<file path="src/rtl/multicycle_ctrl.sv">
// Multicycle MIPS-subset control FSM: combinational strobes from state/IR/flags, registered state and retire count.
// Optional ILLEGAL_TRAP_EN: unsupported opcodes halt in HALT until reset; otherwise they retire as NOPs.
module multicycle_ctrl #(
  parameter int CNT_W = 32
) (
  input  logic             clk,
  input  logic             rst,
  input  logic [31:0]      instruction,
  input  logic             zero,
  input  logic             mem_ready,
  output logic [2:0]       state,
  output logic             pc_write,
  output logic [1:0]       npc_sel,
  output logic             ir_write,
  output logic             i_or_d,
  output logic             mem_read,
  output logic             mem_write,
  output logic             alu_src,
  output logic [3:0]       alu_ctl,
  output logic             reg_dst,
  output logic             mem_to_reg,
  output logic             reg_write,
  output logic             illegal,
  output logic [CNT_W-1:0] retired
);

  typedef enum logic [2:0] {
    S_FETCH  = 3'd0,
    S_DECODE = 3'd1,
    S_EXEC   = 3'd2,
    S_MEM    = 3'd3,
    S_WB     = 3'd4,
    S_HALT   = 3'd5
  } state_e;

  state_e            state_q, state_d;
  logic [CNT_W-1:0]  retired_q, retired_d;

  logic [5:0] op, funct;
  logic is_addu, is_subu, is_ori, is_lw, is_sw, is_beq, is_lui, is_j, is_rtype, is_legal;
  logic unused_bits;

  assign op          = instruction[31:26];
  assign funct       = instruction[5:0];
  assign unused_bits = ^instruction[25:6];

  assign is_addu  = (op == 6'h00) && (funct == 6'h21);
  assign is_subu  = (op == 6'h00) && (funct == 6'h23);
  assign is_ori   = (op == 6'h0d);
  assign is_lw    = (op == 6'h23);
  assign is_sw    = (op == 6'h2b);
  assign is_beq   = (op == 6'h04);
  assign is_lui   = (op == 6'h0f);
  assign is_j     = (op == 6'h02);
  assign is_rtype = is_addu || is_subu;
  assign is_legal = is_rtype || is_ori || is_lw || is_sw || is_beq || is_lui || is_j;

  always_comb begin
    state_d    = state_q;
    retired_d  = retired_q;
    pc_write   = 1'b0;
    npc_sel    = 2'b00;
    ir_write   = 1'b0;
    i_or_d     = 1'b0;
    mem_read   = 1'b0;
    mem_write  = 1'b0;
    alu_src    = 1'b0;
    alu_ctl    = 4'd0;
    reg_dst    = 1'b0;
    mem_to_reg = 1'b0;
    reg_write  = 1'b0;
    illegal    = 1'b0;

    case (state_q)
      S_FETCH: begin
        mem_read = 1'b1;
        if (mem_ready) begin
          ir_write = 1'b1;
          pc_write = 1'b1;
          state_d  = S_DECODE;
        end
      end
      S_DECODE: begin
        if (is_j) begin
          pc_write = 1'b1;
          npc_sel  = 2'b10;
          state_d  = S_FETCH;
        end else if (!is_legal) begin
`ifdef ILLEGAL_TRAP_EN
          state_d = S_HALT;
`else
          state_d = S_FETCH;
`endif
        end else begin
          state_d = S_EXEC;
        end
      end
      S_EXEC: begin
        alu_src = is_lw || is_sw || is_ori || is_lui;
        if (is_subu)     alu_ctl = 4'd1;
        else if (is_ori) alu_ctl = 4'd3;
        else if (is_beq) alu_ctl = 4'd4;
        else if (is_lui) alu_ctl = 4'd5;
        if (is_beq) begin
          pc_write = zero;
          npc_sel  = 2'b01;
          state_d  = S_FETCH;
        end else if (is_lw || is_sw) begin
          state_d = S_MEM;
        end else if (is_rtype || is_ori || is_lui) begin
          state_d = S_WB;
        end else begin
          // IR is not expected to change after DECODE; recover rather than wedge.
          state_d = S_FETCH;
        end
      end
      S_MEM: begin
        i_or_d    = 1'b1;
        alu_src   = 1'b1;
        mem_read  = is_lw;
        mem_write = is_sw;
        if (mem_ready || !(is_lw || is_sw)) state_d = is_lw ? S_WB : S_FETCH;
      end
      S_WB: begin
        reg_write  = 1'b1;
        reg_dst    = is_rtype;
        mem_to_reg = is_lw;
        state_d    = S_FETCH;
      end
`ifdef ILLEGAL_TRAP_EN
      S_HALT: begin
        illegal = 1'b1;
        state_d = S_HALT;
      end
`endif
      default: state_d = S_FETCH;
    endcase

    if ((state_d == S_FETCH) &&
        ((state_q == S_DECODE) || (state_q == S_EXEC) || (state_q == S_MEM) || (state_q == S_WB)))
      retired_d = retired_q + CNT_W'(1);

    if (rst) begin
      state_d    = S_FETCH;
      retired_d  = '0;
      pc_write   = 1'b0;
      npc_sel    = 2'b00;
      ir_write   = 1'b0;
      i_or_d     = 1'b0;
      mem_read   = 1'b0;
      mem_write  = 1'b0;
      alu_src    = 1'b0;
      alu_ctl    = 4'd0;
      reg_dst    = 1'b0;
      mem_to_reg = 1'b0;
      reg_write  = 1'b0;
      illegal    = 1'b0;
    end
  end

  always_ff @(posedge clk) begin
    if (rst) begin
      state_q   <= S_FETCH;
      retired_q <= '0;
    end else begin
      state_q   <= state_d;
      retired_q <= retired_d;
    end
  end

  assign state   = state_q;
  assign retired = retired_q;

endmodule

</file>
<file path="config.mk">
export PLATFORM = sky130hd
export DESIGN_NAME = multicycle_ctrl
export DESIGN_NICKNAME = d
export VERILOG_FILES = /design/src/rtl/multicycle_ctrl.sv
export SDC_FILE = /design/constraint.sdc
export NUM_CORES = 1
export LEC_CHECK = 0
export CAP_MARGIN = 20
export CELL_PAD_IN_SITES_DETAIL_PLACEMENT = 0
export CELL_PAD_IN_SITES_GLOBAL_PLACEMENT = 1
export CORE_ASPECT_RATIO = 2
export CORE_MARGIN = 4
export CORE_UTILIZATION = 31
export CTS_CLUSTER_DIAMETER = 30
export DETAILED_ROUTE_END_ITERATION = 10
export GPL_ROUTABILITY_DRIVEN = 0
export PLACE_DENSITY = 0.9
export SETUP_SLACK_MARGIN = 0.05
export SYNTH_ARGS = -nofsm -noshare
export SYNTH_HDL_FRONTEND = slang
export SYNTH_SLANG_ARGS = --single-unit
</file>
<file path="constraint.sdc">
create_clock -name clk -period 3.5 [get_ports clk]
set_input_delay 0.525 -clock clk [delete_from_list [all_inputs] [get_ports clk]]
set_output_delay 0.525 -clock clk [all_outputs]
set_load 0.1 [all_outputs]
</file>
Yosys cells after proc, flatten, opt, wreduce, memory -nomap -nowiden. Cells that the tools add are included.

Reduce and logical (&&, ||, !) cells: 22. Mux-type cells: 40. Equality and inequality tests: 12. Add/sub/neg operators: 1.

Operator list (number): $mux 3 (11); $add 32x1->32 const B (1); $eq 6x6->1 const B (4); $mux 1 (19); $logic_or 1x1->1 (15); $eq 6x4->1 const B (2); $pmux 3 s4 (1); $mux 2 (4); $eq 3x2->1 const B (2); $eq 6x2->1 const B (1); $eq 6x3->1 const B (1); $logic_not 3->1 (2); $logic_not 6->1 (1); $mux 4 (1); $pmux 1 s2 (2); $pmux 2 s2 (1); $eq 3x1->1 const B (1); $eq 3x3->1 const B (1); $logic_and 1x1->1 (3); $pmux 1 s3 (1); $logic_not 1->1 (1).

Word-level logic and storage cells: 77. Input port bits: 36. Flip-flop bits (word level): 35.

Depth between registers and ports, before layout. Gate-level depths: netlist of the first run.

Word-level depth: 14. Mapped depth: 10. Gate-level depth less buffers: 7.

Least setup slack after synthesis of the first run. No wires, ideal clock.

Path type: register to output. Start point: reg state_q[1] (netlist: state[1]). End point: out mem_read. Arrival: 6.158 ns. Setup slack: -3.183 ns. Stages on the path, launching flop included: 4. Path buffers: 1. Path through: dfxtp_1 -> clkbuf_1 -> nand3_1 -> a2111oi_0.

Word-level cells in the longest chain between the ends: 3. Elaborated cells between the ends (all ways): 4.

Ends and longest elaborated chain: start, declared (line 36) `state_e state_q, state_d;`; start signal, assigned (line 166) `state_q <= state_d;`; $eq 3x2->1 / $logic_not 3->1 (equally long branches) (line 74) `case (state_q)`; $pmux 1 s2 (*) (line 74); $mux 1 (*) (line 143) `if (rst) begin`; end, declared (line 16) `output logic mem_read,`.

Mark *: on every way between the ends. The rest lies on a longest branch, timed or not.

Worst setup path in the final report of the first run.
Start point: in instruction[28]. End point: out pc_write.

Word-level cells in the longest chain between the ends: 4. Elaborated cells between the ends (all ways): 6.

Ends and longest elaborated chain: start, declared (line 8) `input logic [31:0] instruction,`; $eq 6x3->1 / $eq 6x2->1 (equally long branches) (line 52, 54); $mux 1, on equally long branches (line 104, 84); $pmux 1 s3 (*) (line 74); $mux 1 (*) (line 143); end, declared (line 12) `output logic pc_write,`.

Marks and branches as above.

==> results of run 1 <==
per-layer routing:
metal | track usage | vias up
met2 | 0.308 | 72
met4 | 0.0821 | 0
li1 | - | 1189
met3 | 0.0289 | 16
met1 | 0.164 | 1179
met5 | 0 | -
flip-flops by register name, summed over array words and instances (netlist names):
register / count
retired: 32
state: 3
worst max-delay path: cells and delay by family:
kind | cells | cell delay, ps
compound gates | 2 | 240
simple gates | 4 | 930
buf+inv | 2 | 800
final cells by class:
cell class / count / area [um2] / share of cell area
Clock buffer: 8 / 156 / 0.0475
Inverter: 8 / 30.0 / 0.00913
Multi-Input combinational cell: 218 / 1440 / 0.437
Sequential cell: 35 / 701 / 0.213
Tap cell: 90 / 113 / 0.0342
Timing Repair Buffer: 73 / 853 / 0.259
cells in the final DEF (no fill, tap or decap), types with 5 or more instances in the layout:
master and instances:
clkdlybuf4s50_1 47, dfxtp_1 35, a21oi_1 26, nor2_1 22, nand2_1 22, nand3_1 15, buf_12 15, nand4_1 14
or4_1 14, o31ai_1 13, buf_4 11, inv_1 8, and3_1 7, xnor2_1 7, nor4_1 6, nor3_1 5
and2_1 5, clkbuf_16 5
where the power goes:
| group | switching (mW) | internal, mW | total [mW] |
|---|---|---|---|
| logic | 0.0896 | 0.0453 | 0.135 |
| clock network | 0.160 | 0.303 | 0.463 |
| registers | 0.00544 | 0.401 | 0.406 |
| total | 0.255 | 0.749 | 1.00 |
per-stage QoR:
step                worst slack [ps]  hold WS (ps)
floorplan                       -465           693
global placement                 304           466
detailed placement               261           478
CTS                              470           493
global route                     322           505
finish                           482           490
logic make-up after synthesis:
logic type / count (synthesis) / share of synthesized area
AO/OA/AOI/OAI: 62 / 0.194
AND/OR/NAND/NOR: 145 / 0.386
adder cells (fa/ha/maj): 1 / 0.00561
flip-flops: 35 / 0.314
XOR/XNOR: 7 / 0.0275
other: 1 / 0.00168
buffers and inverters: 26 / 0.0657
multiplexers: 1 / 0.00505
path summary, 6_finish.rpt:
path                                                from                       end  slack (ps)  cells past startpoint
worst max-delay path                     instruction[28]                  pc_write         480                      8
worst min-delay path            retired[31]$_SDFFE_PP0P_  retired[31]$_SDFFE_PP0P_         490                      2
worst max register to register       state[0]$_SDFF_PP0_  retired[10]$_SDFFE_PP0P_         900                      6
worst min register to register  retired[31]$_SDFFE_PP0P_  retired[31]$_SDFFE_PP0P_         490                      2
==> reports/results.tsv, run 1 <==
stage	metric	value	unit
grt	global-route wire length before repair	11100	um
grt	largest net degree at the start of global routing	38	
grt	antenna violations before repair	0	
cts	Clk Latency, worst-skew pair	280	ps
synthesis	Post-synth EDFFs	0	
synthesis	Synth warnings	0	
timing	Setup TNS	0	ps
run_status	run status	completed	
timing	worst slew pin tran	997	ps
timing	Final setup viols	0	
setup_path	critical path data required time	2970	ps
detailed_routing	Vias	2456	
setup_path	Worst Setup End Kind	output port	
timing	clk_skew	4.00	ps
layout	FILL cells	715	
floorplan	Die ar.	0.00870	mm2
detailed_routing	Antenna Violating Nets Remaining	0	
timing	Tcrit/Tclk final	0.862	
timing	RSZ-0062 raised after global routing	no	
floorplan	initial core utilization	0.319	
layout	Final Core Density	0.470	
timing	min Tclk post-route	3020	ps
worst_hold_path	worst hold-check path type	reg2reg	
cts	Clock Pin Slew Worst Setup and Hold Paths	50	ps
cts	# H-tree levels	2	
detailed_routing	DR iter-0 viols	130	
detailed_routing	routed len/inst	16.1	um
placement	placed cells	424	
setup_path	crit path launch type	input port	
detailed_routing	DR top layer	met4	
grt	vias in the first global route	2379	
floorplan	Die Y	128	um
timing	final hold vios	0	
placement	hpwl dp	5330	um
setup_path	ordered cell list for the critical path	clkdlybuf4s50_1 -> nor3b_1 -> and2_1 -> nand3_1 -> a21oi_1 -> a21oi_1 -> nor3_2 -> buf_12	
layout	share of cells above drive strength 1	0.158	
cts	cts hold-fix bufs	0	
power_and_ir_drop	static leakage	1.04	nW
timing	Max-slew headroom	0.333	
power_and_ir_drop	Pwr Density	305	mW/mm2
floorplan	Top Ports	87	
timing	Max Freq	331	MHz
synthesis	count leader, synth	dfxtp_1	
placement	IO Port Bufs	64	
synthesis	Yosys top cell by area	dfxtp_1	
setup_path	slowest CP cell	clkdlybuf4s50_1	
power_and_ir_drop	PnR Total Power	1.00	mW
grt	grt ovf	0	
synthesis	Yosys reg bits	35	
power_and_ir_drop	Max VDD drop	0.232	mV
floorplan	CORE AREA	0.00699	mm2
detailed_routing	met2 WL	3950	um
layout	Area growth, synth to finish	47.5	%
cts	number of CTS-inserted buffers	5	
synthesis	synth cell count leaders	dfxtp_1, a21oi_1, nor2_1	
detailed_routing	Detailed Route WL	6940	um
floorplan	row count	43	
detailed_routing	Pre-antenna DRT Iters	4	
synthesis	synthesized area per cell	8.02	um2
detailed_routing	Via-to-Cell Ratio	5.69	
detailed_routing	met3 wire len	333	um
detailed_routing	Metal-1 WL	2430	um
placement	placed cell areas	0.00313	mm2
synthesis	Post-Synthesis Cells	278	
layout	antenna cells	0	
cts	root buf cell	clkbuf_16	
synthesis	dominant synthesized flop cell	dfxtp_1	
cts	Post-CTS Setup Bufs	0	
layout	final std cells w/o fill	432	
setup_path	Crit path largest cell delay	590	ps
synthesis	sequential-to-total area share from yosys stat	0.314	
layout	post-route cell area	0.00329	mm2
setup_path	CP max FO	6	
synthesis	top post-synthesis cells by area	dfxtp_1, a21oi_1, or4_1	
layout	Layout Nets	378	
cts	post-CTS sizing	0	
timing	fin. max-slew vios	0	
synthesis	Post-Syn Area	0.00223	mm2
detailed_routing	DRC	0	
synthesis	Yosys cell types	49	
cts	Clock Sinks	35	
grt	GRT Util Overall	0.165	
synthesis	area share of the largest cell type after synthesis	0.314	
cts	Max Buffers Root-to-Sink	2	
synthesis	ys async rst share	0	
setup_path	cell mode on critical path	a21oi_1	
flow_run	Max-cap violations	0	
setup_path	crit path kind	in2out	
floorplan	die width	68.0	um
setup_path	CP arrival	2490	ps
cts	CTS tree	yes	
Note: power is estimated with default switching activity, not from simulation.
==> run 2: changes to the inputs <==
--- a/config.mk
+++ b/config.mk
@@ -11,9 +11,9 @@
 export CORE_ASPECT_RATIO = 2
 export CORE_MARGIN = 4
-export CORE_UTILIZATION = 31
-export CTS_CLUSTER_DIAMETER = 30
+export CORE_UTILIZATION = 33
 export DETAILED_ROUTE_END_ITERATION = 10
+export DONT_BUFFER_PORTS = 1
 export GPL_ROUTABILITY_DRIVEN = 0
-export PLACE_DENSITY = 0.9
+export PLACE_DENSITY = 0.71
 export SETUP_SLACK_MARGIN = 0.05
 export SYNTH_ARGS = -nofsm -noshare
==> constraint.sdc (replaced) <==
create_clock -name clk -period 3.5 [get_ports clk]
set_input_delay 0.525 -clock clk [delete_from_list [all_inputs] [get_ports clk]]
set_output_delay 0.525 -clock clk [all_outputs]
set_load 0.02 [all_outputs]
==> run 2 against run 1 <==
  * Non-clock buffer count is 68 lower
  * Critical path depth is 2 lower
  * Sequential share of layout area increased by 7.8 points
  * Total power decreased by 11%
  * Setup slack improved by 89 ps
  * Routed wire length decreased by 3.2%
  * Final area down 27%
  * Hold slack got worse by 170 ps
  * Core utilization is 11 points lower
  * Via count shrank 14%
==> reports/results.tsv, run 2 (synthesis gave the netlist of run 1 again) <==
stage	metric	value	unit	change
run_status	run status	completed		unchanged
setup_path	slowest CP cell	nor4_2		was clkdlybuf4s50_1
detailed_routing	Pre-antenna DRT Iters	4		unchanged
cts	Clock Pin Slew Worst Setup and Hold Paths	60	ps	was 50 ps
layout	max reg flops	32		unchanged
floorplan	Die ar.	0.00822	mm2	was 0.00870 mm2
grt	largest net degree at the start of global routing	39		was 38
setup_path	Worst setup startpoint	retired[3]$_SDFFE_PP0P_		was instruction[28]
timing	Max Freq	341	MHz	was 331 MHz
grt	grt ovf	0		unchanged
setup_path	crit path kind	reg2reg		was in2out
power_and_ir_drop	PnR Total Power	890	uW	was 1.00 mW
cts	# H-tree levels	2		unchanged
layout	commonest non-fill, non-tap cells in the layout	dfxtp_1, a21oi_1, nor2_1		was clkdlybuf4s50_1, dfxtp_1, a21oi_1
setup_path	CP max FO	10		was 6
detailed_routing	Via-to-Cell Ratio	5.82		was 5.69
layout	FILL cells	750		was 715
power_and_ir_drop	static leakage	0.689	nW	was 1.04 nW
timing	fin. max-slew vios	0		unchanged
detailed_routing	routed len/inst	18.5	um	was 16.1 um
layout	post-route cell area	0.00241	mm2	was 0.00329 mm2
layout	Area growth, synth to finish	7.97	%	was 47.5%
layout	Layout Nets	310		was 378
cts	Clk Latency, worst-skew pair	280	ps	about the same
timing	clk_skew	5.60	ps	was 4.00 ps
placement	hpwl dp	4990	um	was 5330 um
cts	number of CTS-inserted buffers	5		unchanged
placement	placed cell areas	0.00227	mm2	was 0.00313 mm2
floorplan	Top Ports	87		unchanged
timing	final hold vios	0		unchanged
layout	area of the multi-input gates	0.00139	mm2	was 0.00144 mm2
detailed_routing	Antenna Violating Nets Remaining	0		unchanged
detailed_routing	Vias	2107		was 2456
setup_path	Worst Setup End Kind	flip-flop		was output port
detailed_routing	Detailed Route WL	6710	um	was 6940 um
cts	post-CTS sizing	0		unchanged
cts	root buf cell	clkbuf_16		unchanged
setup_path	FF-to-FF Start	retired[3]$_SDFFE_PP0P_		was state[0]$_SDFF_PP0_
grt	vias in the first global route	2040		was 2379
layout	FF/Latch Area	701	um2	unchanged
flow_run	Max-cap violations	0		unchanged
worst_hold_path	worst hold-check path type	in2reg		was reg2reg
setup_path	Crit path largest cell delay	700	ps	was 590 ps
setup_path	CP arrival	3140	ps	was 2490 ps
worst_hold_path	worst hold path startpoint	rst		was retired[31]$_SDFFE_PP0P_
setup_path	crit path launch type	flip-flop		was input port
timing	worst slew pin tran	897	ps	was 997 ps
timing	min Tclk post-route	2930	ps	was 3020 ps
timing	Final setup viols	0		unchanged
power_and_ir_drop	Pwr Density	370	mW/mm2	was 305 mW/mm2
floorplan	Die Y	124	um	was 128 um
layout	share of cells above drive strength 1	0.0912		was 0.158
cts	Clock Sinks	35		unchanged
layout	commonest non-fill, non-tap cell in the layout	dfxtp_1		was clkdlybuf4s50_1
placement	IO Port Bufs	0		was 64
timing	Tcrit/Tclk final	0.837		was 0.862
floorplan	die width	66.1	um	was 68.0 um
floorplan	row count	42		was 43
timing	Setup TNS	0	ps	unchanged
floorplan	CORE AREA	0.00662	mm2	was 0.00699 mm2
grt	GRT Util Overall	0.168		was 0.165
layout	antenna cells	0		unchanged
cts	CTS tree	yes		unchanged
cts	Max Buffers Root-to-Sink	2		unchanged
power_and_ir_drop	Max VDD drop	0.252	mV	was 0.232 mV
grt	antenna violations before repair	0		unchanged
detailed_routing	DR iter-0 viols	86		was 130
grt	global-route wire length before repair	10800	um	was 11100 um
cts	cts hold-fix bufs	0		unchanged
detailed_routing	DRC	0		unchanged
timing	RSZ-0062 raised after global routing	no		unchanged
setup_path	ordered cell list for the critical path	nand4_1 -> nor3_2 -> nand2_1 -> nor4_2 -> or4b_1 -> a21oi_1		was clkdlybuf4s50_1 -> nor3b_1 -> and2_1 -> nand3_1 -> a21oi_1 -> a21oi_1 -> nor3_2 -> buf_12
floorplan	initial core utilization	0.337		was 0.319
timing	Max-slew headroom	0.397		was 0.333
setup_path	critical path data required time	3710	ps	was 2970 ps
cts	Post-CTS Setup Bufs	0		unchanged
==> run 2: cell count changes in the layout (fill, tap and decap cells not counted), moves of 2 or more <==
cell             before  now
clkdlybuf4s50_1      47    0
buf_12               15    0
buf_4                11    5
clkbuf_8              2    0
nor3_1                5    7
==> run 2: per-stage QoR <==
| stage | hold slack (ps) | utilization | setup slack [ps] | cells |
|---|---|---|---|---|
| global route | 305 | 0.364 | 359 | 362 |
| detailed placement | 572 | 0.342 | 586 | 354 |
| global placement | 568 | 0.342 | 635 | 354 |
| CTS | 303 | 0.364 | 555 | 362 |
| finish | 317 | 0.364 | 571 | 362 |
| floorplan | 550 | - | 834 | 279 |
==> run 2: area by class of cell <==
type | count | area share
Inverter | 8 | 0.0125
Timing Repair Buffer | 5 | 0.0156
Clock inverter | 2 | 0.00520
Multi-Input combinational cell | 218 | 0.576
Clock buffer | 6 | 0.0535
Sequential cell | 35 | 0.291
Tap cell | 88 | 0.0457
==> run 2: where the power goes <==
group	internal [mW]	switching [mW]
logic	0.0167	0.0314
clock network	0.263	0.172
registers	0.401	0.00636
total	0.680	0.209
==> run 2: metal layers <==
metal	up-vias	wire length, um	GRT usage
met4	0	91	0.0515
li1	1046	-	-
met1	989	2400	0.166
met5	-	0	0
met3	9	458	0.0479
met2	63	3770	0.318
==> run 2: worst paths after layout <==
path              slack, ps                  endpoint  cells after the start
hold / removal          320  retired[12]$_SDFFE_PP0P_                      1
setup reg to reg        570  retired[27]$_SDFFE_PP0P_                      6
hold reg to reg         580  retired[31]$_SDFFE_PP0P_                      2
setup / recovery        570  retired[27]$_SDFFE_PP0P_                      6
==> run 2: worst max-delay path: cells and delay by family (launching register included) <==
kind	cells	cell delay (ps)
AND/OR/NAND/NOR	5	2130
flip-flops	1	580
AO/OA/AOI/OAI	1	150
